--- src/rtl/if_fetch_buf_if.sv ---
// Instruction-bus and decode-handshake bundle for if_fetch_buf.
// master: the fetch buffer; slave: the memory/decode side.
interface if_fetch_buf_if;
  logic        mem_req;
  logic [63:0] mem_addr;
  logic        mem_gnt;
  logic        mem_rvalid;
  logic [31:0] mem_rdata;
  logic        id_valid;
  logic [63:0] id_pc;
  logic [31:0] id_inst;
  logic        id_ready;

  modport master (
    output mem_req, mem_addr, id_valid, id_pc, id_inst,
    input  mem_gnt, mem_rvalid, mem_rdata, id_ready
  );

  modport slave (
    input  mem_req, mem_addr, id_valid, id_pc, id_inst,
    output mem_gnt, mem_rvalid, mem_rdata, id_ready
  );
endinterface

--- src/rtl/if_fetch_buf.sv ---
// Fetch buffer: one outstanding req/gnt/rvalid fetch, (pc, inst) FIFO to decode.
// Optional same-cycle bypass of returned data to decode: IF_FETCH_BUF_BYPASS_EN.
module if_fetch_buf #(
  parameter int unsigned DEPTH = 2,
  parameter int unsigned PTR_W = 1
) (
  input  logic        clk,
  input  logic        rst,
  input  logic [63:0] inst_addr,
  input  logic        inst_ena,
  input  logic        flush,
  output logic [1:0]  fetch_stall,
  if_fetch_buf_if.master bus
);

  localparam int unsigned CNT_W = PTR_W + 1;
  // Stall encoding shared with the PC stage
  localparam logic [1:0] STALL_NEXT = 2'b01;
  localparam logic [1:0] STALL_KEEP = 2'b10;

  typedef enum logic [1:0] {IDLE, REQ, WAIT, DROP} state_e;

  state_e            state_q, state_d;
  logic              req_q, req_d;
  logic [63:0]       addr_q, addr_d;
  logic [63:0]       pc_q   [DEPTH];
  logic [63:0]       pc_d   [DEPTH];
  logic [31:0]       inst_q [DEPTH];
  logic [31:0]       inst_d [DEPTH];
  logic [PTR_W-1:0]  wr_ptr_q, wr_ptr_d, rd_ptr_q, rd_ptr_d;
  logic [CNT_W-1:0]  count_q, count_d;
  logic              rsp_c, push_c, pop_c, stall_next_c;

  // Request FSM; flush overrides every state
  always_comb begin
    state_d      = state_q;
    req_d        = req_q;
    addr_d       = addr_q;
    rsp_c        = 1'b0;
    stall_next_c = flush;
    case (state_q)
      IDLE: begin
        if (!flush && inst_ena && (count_q < CNT_W'(DEPTH))) begin
          addr_d  = inst_addr;
          req_d   = 1'b1;
          state_d = REQ;
        end
      end
      REQ: begin
        if (bus.mem_gnt) begin
          req_d        = 1'b0;
          stall_next_c = 1'b1;
          state_d      = flush ? DROP : WAIT;
        end else if (flush) begin
          req_d   = 1'b0;
          state_d = IDLE;
        end
      end
      WAIT: begin
        if (bus.mem_rvalid) begin
          rsp_c   = !flush;
          state_d = IDLE;
        end else if (flush) begin
          state_d = DROP;
        end
      end
      DROP: begin
        if (bus.mem_rvalid) state_d = IDLE;
      end
      default: state_d = IDLE;
    endcase
  end

`ifdef IF_FETCH_BUF_BYPASS_EN
  logic byp_c;
  assign byp_c        = rsp_c && (count_q == '0);
  assign push_c       = rsp_c && !(byp_c && bus.id_ready);
  assign bus.id_valid = byp_c || (count_q != '0);
  assign bus.id_pc    = byp_c ? addr_q : pc_q[rd_ptr_q];
  assign bus.id_inst  = byp_c ? bus.mem_rdata : inst_q[rd_ptr_q];
`else
  assign push_c       = rsp_c;
  assign bus.id_valid = (count_q != '0);
  assign bus.id_pc    = pc_q[rd_ptr_q];
  assign bus.id_inst  = inst_q[rd_ptr_q];
`endif

  assign pop_c = (count_q != '0) && bus.id_ready;

  // FIFO bookkeeping; pushes never coincide with flush
  always_comb begin
    pc_d     = pc_q;
    inst_d   = inst_q;
    wr_ptr_d = wr_ptr_q + PTR_W'(push_c);
    rd_ptr_d = rd_ptr_q + PTR_W'(pop_c);
    count_d  = count_q + CNT_W'(push_c) - CNT_W'(pop_c);
    if (push_c) begin
      pc_d[wr_ptr_q]   = addr_q;
      inst_d[wr_ptr_q] = bus.mem_rdata;
    end
    if (flush) begin
      wr_ptr_d = '0;
      rd_ptr_d = '0;
      count_d  = '0;
    end
  end

  always_ff @(posedge clk) begin
    if (rst) begin
      state_q  <= IDLE;
      req_q    <= 1'b0;
      addr_q   <= '0;
      wr_ptr_q <= '0;
      rd_ptr_q <= '0;
      count_q  <= '0;
      for (int i = 0; i < int'(DEPTH); i++) begin
        pc_q[i]   <= '0;
        inst_q[i] <= '0;
      end
    end else begin
      state_q  <= state_d;
      req_q    <= req_d;
      addr_q   <= addr_d;
      wr_ptr_q <= wr_ptr_d;
      rd_ptr_q <= rd_ptr_d;
      count_q  <= count_d;
      pc_q     <= pc_d;
      inst_q   <= inst_d;
    end
  end

  assign bus.mem_req  = req_q;
  assign bus.mem_addr = addr_q;
  assign fetch_stall  = (!rst && stall_next_c) ? STALL_NEXT : STALL_KEEP;

endmodule

--- src/flat_wrapper.sv ---
// flat-port wrapper written by rule: the top's interface ports become plain ports
module if_fetch_buf_flat 
#(
  parameter int unsigned DEPTH = 2,
  parameter int unsigned PTR_W = 1
)
  (clk, rst, inst_addr, inst_ena, flush, fetch_stall, bus_mem_req, bus_mem_addr, bus_id_valid, bus_id_pc, bus_id_inst, bus_mem_gnt, bus_mem_rvalid, bus_mem_rdata, bus_id_ready);
  if_fetch_buf_if bus_i ();
  input  logic clk;
  input  logic rst;
  input  logic [63:0] inst_addr;
  input  logic inst_ena;
  input  logic flush;
  output logic [1:0] fetch_stall;
  output wire logic [$bits(bus_i.mem_req)-1:0] bus_mem_req;
  output wire logic [$bits(bus_i.mem_addr)-1:0] bus_mem_addr;
  output wire logic [$bits(bus_i.id_valid)-1:0] bus_id_valid;
  output wire logic [$bits(bus_i.id_pc)-1:0] bus_id_pc;
  output wire logic [$bits(bus_i.id_inst)-1:0] bus_id_inst;
  input wire logic [$bits(bus_i.mem_gnt)-1:0] bus_mem_gnt;
  input wire logic [$bits(bus_i.mem_rvalid)-1:0] bus_mem_rvalid;
  input wire logic [$bits(bus_i.mem_rdata)-1:0] bus_mem_rdata;
  input wire logic [$bits(bus_i.id_ready)-1:0] bus_id_ready;
  assign bus_mem_req = bus_i.mem_req;
  assign bus_mem_addr = bus_i.mem_addr;
  assign bus_id_valid = bus_i.id_valid;
  assign bus_id_pc = bus_i.id_pc;
  assign bus_id_inst = bus_i.id_inst;
  assign bus_i.mem_gnt = bus_mem_gnt;
  assign bus_i.mem_rvalid = bus_mem_rvalid;
  assign bus_i.mem_rdata = bus_mem_rdata;
  assign bus_i.id_ready = bus_id_ready;
  if_fetch_buf #(.DEPTH(DEPTH), .PTR_W(PTR_W)) u_core (.clk(clk), .rst(rst), .inst_addr(inst_addr), .inst_ena(inst_ena), .flush(flush), .fetch_stall(fetch_stall), .bus(bus_i));
endmodule
--- config.mk ---
export PLATFORM = sky130hd
export DESIGN_NAME = if_fetch_buf_flat
export DESIGN_NICKNAME = d
export VERILOG_FILES = /design/src/rtl/if_fetch_buf_if.sv /design/src/rtl/if_fetch_buf.sv /design/src/flat_wrapper.sv
export SDC_FILE = /design/constraint.sdc
export NUM_CORES = 1
export LEC_CHECK = 0
export CAP_MARGIN = 20
export CORE_UTILIZATION = 52
export CTS_BUF_LIST = sky130_fd_sc_hd__clkbuf_8
export DETAILED_ROUTE_END_ITERATION = 8
export PLACE_DENSITY = 0.83
export SYNTH_ARGS = -nofsm -noshare
export SYNTH_HDL_FRONTEND = slang
export SYNTH_SLANG_ARGS = --single-unit
--- constraint.sdc ---
create_clock -name clk -period 3.05 [get_ports clk]
set_clock_uncertainty 0.15 [all_clocks]
set_input_delay 0.61 -clock clk [delete_from_list [all_inputs] [get_ports clk]]
set_output_delay 0.61 -clock clk [all_outputs]
set_load 0.02 [all_outputs]
==> results.md, run 1 <==
* Status: finished clean
* Core area at 0.02102 mm^2
* TritonCTS clock tree: done
* Sequential area share after synthesis at 47.27%
* Area growth syn-to-layout at 35.04%
* Io pins at 267
* Iteration-0 DRC count of the detailed router at 284
* Max Clock Freq at 338.0 MHz
* Least-Margin Pin Slew at 1.045 ns
* Sequential cell area at 0.005269 mm^2
* Period minus WS final at 2.959 ns
* Final core utilization at 71.55%
* CTS Buf Count at 44
* Antenna viol nets, final at 0
* Tightest Hold Check Type: reg2reg
* Reg clk slew, reported paths at 0.06 ns
* Yosys Warn Count at 0
* Main combinational cell family by area after synthesis: multiplexers
* RSZ-0062 raised after global routing: false
* VDD IR max at 0.3529 mV
* Max-cap violations at 0
* Routed WL per cell at 15.91 um
* Die X at 148.4 um
* Buf/Inv on CP at 3
* Initial antenna violation count at 0
* Drt first pass iters at 4
* Share of cells above drive strength 1 at 14.09%
* Final Routed Wirelength at 25.71 mm
* Power Density at 481.6 mW/mm^2
* FILL cells at 1596
* Die area at 0.02201 mm^2
* Setup CP Type: reg2out
* Global-route wire length before repair at 40.84 mm
* RD Place Congestion at 0.7584
* Slew Limit Fails at 0
* Slowest cell delay on critical path at 0.57 ns
* Endpoints failing setup at 0
* Largest net degree at the start of global routing at 233
* CP Capture Type: primary output
* Grt total ovfl at 0
* Critical path cell sequence: buf_4 -> buf_16 -> mux2_2 -> clkdlybuf4s50_1
* CP required at 2.29 ns
* CP Launch Type: register
* Cell family with most CP delay: buffers and inverters
* Post-Synthesis Cell Area at 0.01114 mm^2
* Syn Inst Count at 1049
* Drc violations at 0
* Compound-Gate Fraction of Synth Area at 0.3370%
* Fin crit share at 97.01%
* CTS Sinks at 263
* Simple-gate area share of the yosys netlist at 14.83%
* Post-synthesis mux area share at 32.71%
* GRT Total Usage at 22.94%
* Number of global-route vias before repair at 8172
* CP arrival at 2.20 ns
* Antenna diodes at 0
* Critical-path cell with the highest stage delay: clkdlybuf4s50_1
* Adder-cell share of the synthesized area at 0.4493%
* Critical path fanouts, max at 20
* Average vias per placed instance at 5.057
* Die height at 148.4 um
* Post-synthesis cell type count at 27
* Hold WS at 0.3379 ns
* Post-Synth XOR/XNOR Area at 0.2359%
* Clock tree buffer depth at 3
* Post-layout net count at 1415
* Initial Util at 52.98%
* Vias at 8172
* Area of the multi-input gates at 0.005436 mm^2
* Worst-Skew Late Latency at 0.53 ns
* Hold Buf Count CTS at 0
* Detailed placement HPWL at 16.24 mm
* #FFs+latches synth at 263
* Final hold viol count at 0
* H-tree depth at 2
* Final Power at 7244 uW
* CTS Root Cell: clkbuf_8
* Slew headroom at 30.30%
* Number of port buffers at 266
* Pleak at 0.005455 uW
* Syn avg cell area at 10.62 um^2
* Rows at 53
* Post-synth net total at 1156
-- cell usage in the layout (no fill, tap or decap), types with 2 or more instances in the layout --
cell type        instances
nor3_1                   3
clkinvlp_4               2
clkbuf_8                58
clkdlybuf4s50_1        264
buf_12                  15
inv_1                   22
a21oi_1                  2
mux2i_1                256
o21a_1                   2
mux2_2                  96
buf_4                    7
ha_4                     2
nand2b_1               129
ha_1                     2
dfxtp_1                262
nor2_1                 198
or2_2                    2
xnor2_1                  2
-- metal layers --
layer	share of wire, %	up-vias	routed length [um]	track usage, %
met1	44	3839	11280	27.88
met3	6.4	65	1652	5.982
met5	0	-	0	0
met4	3.6	0	918	10.57
met2	46	231	11860	37.96
li1	-	4037	-	-
-- kinds of logic (layout without fill, tap and decap cells) --
group	after synthesis	after routing
AOI/OAI and AO/OA	6	6
DFF	263	263
muxes	352	352
xor gates and xnor gates	3	3
adders and majority gates	4	4
buffers and inverters	81	373
and+or+nand+nor	340	340
-- path summary, 6_finish.rpt --
kind	from	end	slack, ns	cells past startpoint
worst max-delay path	u_core.rd_ptr_q$_SDFF_PP0_	bus_id_pc[52]	0.09	4
worst min-delay path	u_core.pc_q[8]$_SDFFE_PP0P_	u_core.pc_q[8]$_SDFFE_PP0P_	0.34	2
worst max register to register	u_core.state_q[0]$_SDFFE_PP0P_	u_core.pc_q[101]$_SDFFE_PP0P_	0.97	6
worst min register to register	u_core.pc_q[8]$_SDFFE_PP0P_	u_core.pc_q[8]$_SDFFE_PP0P_	0.34	2
-- worst min-delay path, stage by stage (launching register included) --
cell     delay (ns)
dfxtp_1        0.32
mux2i_1        0.06
nor2_1         0.07
-- synthesized netlist by cell type --
| master | count | area [um^2] |
|---|---|---|
| xor2_1 | 1 | 8.760 |
| o21a_1 | 2 | 15.01 |
| and3_1 | 1 | 6.260 |
| dfxtp_1 | 263 | 5265 |
| ha_1 | 4 | 50.05 |
| o21ai_0 | 1 | 5.000 |
| nor4b_1 | 1 | 8.760 |
| a21oi_1 | 2 | 10.01 |
| clkbuf_1 | 38 | 142.6 |
| buf_6 | 1 | 11.26 |
| buf_2 | 31 | 155.2 |
| nor4b_4 | 1 | 23.77 |
| buf_12 | 7 | 140.1 |
| or2_2 | 2 | 12.51 |
| mux2i_1 | 256 | 2562 |
| and2b_1 | 1 | 7.510 |
| nand2b_1 | 129 | 807.0 |
| or2b_1 | 1 | 7.510 |
| nor3b_1 | 1 | 7.510 |
| xnor2_1 | 2 | 17.52 |
| and3b_1 | 1 | 8.760 |
| a211oi_1 | 1 | 7.510 |
| nor2_1 | 198 | 743.2 |
| nand2_1 | 1 | 3.750 |
| nor3_1 | 3 | 15.01 |
| mux2_2 | 96 | 1081 |
| inv_1 | 4 | 15.01 |
-- power by group --
part	internal [uW]	total, uW	switching (uW)
combinational	314	568	253
clock	1750	3130	1380
sequential	3490	3550	58.7
-- through the flow --
step           cell area [um^2]  setup slack, ns  TNS [ns]  std cells
6_report                  15040          0.09130         0       1616
5_1_grt                   15040          0.03091         0       1616
4_1_cts                   14940         -0.03817   -0.5287       1610
3_5_place_dp              14040           0.1365         0       1531
3_3_place_gp              14040           0.1290         0       1531
2_1_floorplan             11140           0.7383         0       1049
-- timing repair --
item                                    CTS  global route
hold endpoints to repair                  0             0
resized for setup                         0             2
setup buffers                             0             5
endpoints found under the setup margin   43            77
cloned                                    0             1
pin swaps                                 0             0
-- area by class of cell --
class | count | area share, %
tap | 275 | 2.288
clock buffer | 57 | 5.216
multi-input combinational | 705 | 36.14
sequential | 263 | 35.03
clock inverter | 22 | 0.7820
inverter | 4 | 0.09983
timing repair buffer | 290 | 20.44
-- state kept, by name, indices dropped and copies added (netlist names) --
signal	count
u_core.state_q	2
u_core.bus.mem_req	1
u_core.inst_q	64
u_core.count_q	2
u_core.bus.mem_addr	64
u_core.rd_ptr_q	1
u_core.pc_q	128
u_core.wr_ptr_q	1
(Power assumes the default switching activity.)
==> run 2, diff against run 1 <==
Settings changed: GPL_ROUTABILITY_DRIVEN set to 0, HOLD_SLACK_MARGIN set to 0.08.
==> results of run 2 <==
The final DEF is identical to that of run 1; final timing and power are the same.
==> run 3, diff against run 2 <==
Settings changed: CORE_UTILIZATION 52 to 33, PLACE_DENSITY 0.83 to unset.
==> run 3 against run 2 <==
  * Via count fell by 1.7%
  * Non-clock buffer count fell by 6
  * Worst setup slack barely moved
  * Critical endpoint is now bus_id_pc[19]
  * First-iteration DRC count fell by 8.5%
  * Clock power barely moved
  * Sequential power barely moved
  * Die area rose by 57%
  * Final area rose by 1.2%
  * Largest cell class unchanged
  * Sequential share of layout area fell by 0.43 points
==> results.md, run 3 (same netlist as run 1, synthesis figures left out) <==
* Status: finished clean (unchanged)
* Number of port buffers at 266 (unchanged)
* Io pins at 267 (unchanged)
* Clock share of power at 43.4% (was 43.2%)
* Setup_tns at 0 ns (unchanged)
* Iteration-0 DRC count of the detailed router at 260 (was 284)
* Setup slack after layout at 0.09166 ns (was 0.09130 ns)
* WHS Path Cells at 2 (unchanged)
* Most frequent cells in the layout: 262 x dfxtp_1, 256 x mux2i_1, 232 x clkdlybuf4s50_1, 198 x nor2_1, 129 x nand2b_1 (was 264 x clkdlybuf4s50_1, 262 x dfxtp_1, 256 x mux2i_1, 198 x nor2_1, 129 x nand2b_1)
* Max FFs per register at 128 (unchanged)
* Final hold viol count at 0 (unchanged)
* Seq pwr share at 48.8% (was 49.0%)
* Largest net degree at the start of global routing at 130 (was 233)
* Biggest register: u_core.pc_q (unchanged)
* Endpoints failing setup at 0 (unchanged)
* Period minus WS final at 2.958 ns (was 2.959 ns)
* CTS Root Cell: clkbuf_8 (unchanged)
* DP Area at 0.01418 mm^2 (was 0.01404 mm^2)
* Die X at 185.7 um (was 148.4 um)
* Drc violations at 0 (unchanged)
* Fin crit share at 96.99% (was 97.01%)
* CTS Buf Count at 47 (was 44)
* Max-cap violations at 0 (unchanged)
* Share of cells above drive strength 1 at 14.00% (was 14.09%)
* Detailed placement HPWL at 17.56 mm (was 16.24 mm)
* TritonCTS clock tree: done (unchanged)
* CP required at 2.29 ns (about the same)
* Routed WL per cell at 15.43 um (was 15.91 um)
* Area of the multi-input gates at 0.005436 mm^2 (unchanged)
* RSZ-0062 raised after global routing: false (unchanged)
* Critical path fanouts, max at 40 (was 20)
* Sequential cell area at 0.005269 mm^2 (unchanged)
* Clock tree buffer depth at 3 (unchanged)
* CP arrival at 2.20 ns (about the same)
* Final Routed Wirelength at 27.43 mm (was 25.71 mm)
* Average vias per placed instance at 4.516 (was 5.057)
* GRT Total Usage at 15.44% (was 22.94%)
* Switch Pwr at 1702 uW (was 1688 uW)
* Max Clock Freq at 338.0 MHz (about the same)
* Pint at 5576 uW (was 5556 uW)
* Dpl ws at 0.1258 ns (was 0.1365 ns)
* Antenna viol nets, final at 0 (unchanged)
* FILL cells at 3177 (was 1596)
* Least-Margin Pin Slew at 1.025 ns (was 1.045 ns)
* Slew headroom at 31.64% (was 30.30%)
* Reg clk slew, reported paths at 0.05 ns (was 0.06 ns)
* Die height at 185.7 um (was 148.4 um)
* Antenna diodes at 0 (unchanged)
* Design area at 0.01523 mm^2 (was 0.01504 mm^2)
* Slew Limit Fails at 0 (unchanged)
* Core area at 0.03287 mm^2 (was 0.02102 mm^2)
* CP Capture Type: primary output (unchanged)
* Sw frac at 23.39% (was 23.30%)
* Vias at 8029 (was 8172)
* Grt total ovfl at 0 (unchanged)
* CTS Sinks at 263 (unchanged)
* Power Density at 477.9 mW/mm^2 (was 481.6 mW/mm^2)
* VDD IR max at 0.2787 mV (was 0.3529 mV)
* Tightest Hold Check Type: reg2reg (unchanged)
* Drt first pass iters at 4 (unchanged)
* Commonest non-fill, non-tap cell in the layout: dfxtp_1 (was clkdlybuf4s50_1)
* H-tree depth at 2 (unchanged)
* Combinational fraction of design power at 7.8% (about the same)
* Pleak at 0.005942 uW (was 0.005455 uW)
* Initial Util at 33.89% (was 52.98%)
* Final core utilization at 46.33% (was 71.55%)
* Global-route wire length before repair at 42.46 mm (was 40.84 mm)
* Worst-Skew Late Latency at 0.53 ns (about the same)
* Hold Buf Count CTS at 0 (unchanged)
* Post-layout net count at 1412 (was 1415)
* Worst-case reg-to-reg path depth at 6 (unchanged)
* Rows at 66 (was 53)
* Number of global-route vias before repair at 7923 (was 8172)
* CP Launch Type: register (unchanged)
* Die area at 0.03449 mm^2 (was 0.02201 mm^2)
* Setup CP Type: reg2out (unchanged)
* Initial antenna violation count at 0 (unchanged)
* Area growth syn-to-layout at 36.72% (was 35.04%)
## run 3: changes by cell type in the layout (fill, tap and decap cells not counted), sizes merged, moves of 3 or more
cell | before | now
clkbuf | 59 | 62
dlygate4sd2 | 0 | 6
dlymetal6s2s | 1 | 27
clkinv | 1 | 4
inv | 22 | 19
clkdlybuf4s50 | 264 | 232
buf | 23 | 17
## run 3: stage by stage
stage	hold slack, ns	instances	total power [uW]
floorplan	0.3044	1049	3910
global placement	0.3164	1695	4197
detailed placement	0.3283	1695	4200
CTS	0.3408	1778	7436
global route	0.3516	1778	7633
finish	0.3359	1778	7278
## run 3: final cells by class
| class | instances | share of cell area [%] |
|---|---|---|
| multi-input cells | 705 | 35.70 |
| flip-flops and latches | 263 | 34.60 |
| repair buffers | 284 | 19.96 |
| clock buffers | 61 | 5.513 |
| well taps | 442 | 3.632 |
| clock inverters | 19 | 0.5012 |
| inverters | 4 | 0.09859 |
## run 3: critical path, stage by stage (launching register included)
cell,delay (ns)
dfxtp_4,0.42
buf_16,0.25
mux2_2,0.37
clkdlybuf4s50_1,0.56
## run 3: what timing repair did
item / 4_1_cts / 5_1_grt
setup buffers: 2 / 0
gates cloned: 1 / 0
endpoints found under the setup margin: 84 / 27
pin swaps: 0 / 0
gates resized for setup: 8 / 27
## run 3: final timing paths
| path | from | endpoint | slack (ns) |
|---|---|---|---|
| min | u_core.pc_q[54]$_SDFFE_PP0P_ | u_core.pc_q[54]$_SDFFE_PP0P_ | 0.34 |
| max reg2reg | u_core.state_q[0]$_SDFFE_PP0P_ | u_core.pc_q[103]$_SDFFE_PP0P_ | 1.02 |
| min reg2reg | u_core.pc_q[54]$_SDFFE_PP0P_ | u_core.pc_q[54]$_SDFFE_PP0P_ | 0.34 |
| max | u_core.rd_ptr_q$_SDFF_PP0_ | bus_id_pc[19] | 0.09 |
## run 3: power by group through the flow
stage | clock [uW] | sequential, uW | combinational (uW)
after floorplan | 0 | 3670 | 244
after global placement | 0 | 3620 | 573
after detailed placement | 0 | 3620 | 575
after CTS | 3310 | 3550 | 577
after global routing | 3460 | 3560 | 612
final | 3160 | 3550 | 569
## run 3: routing by layer
| layer | vias to the layer above | wire (um) | GRT usage [%] |
|---|---|---|---|
| li1 | 4019 | - | - |
| met1 | 3761 | 12850 | 19.89 |
| met2 | 203 | 12160 | 24.55 |
| met3 | 46 | 1841 | 4.402 |
| met4 | 0 | 575 | 5.311 |
| met5 | - | 0 | 0 |
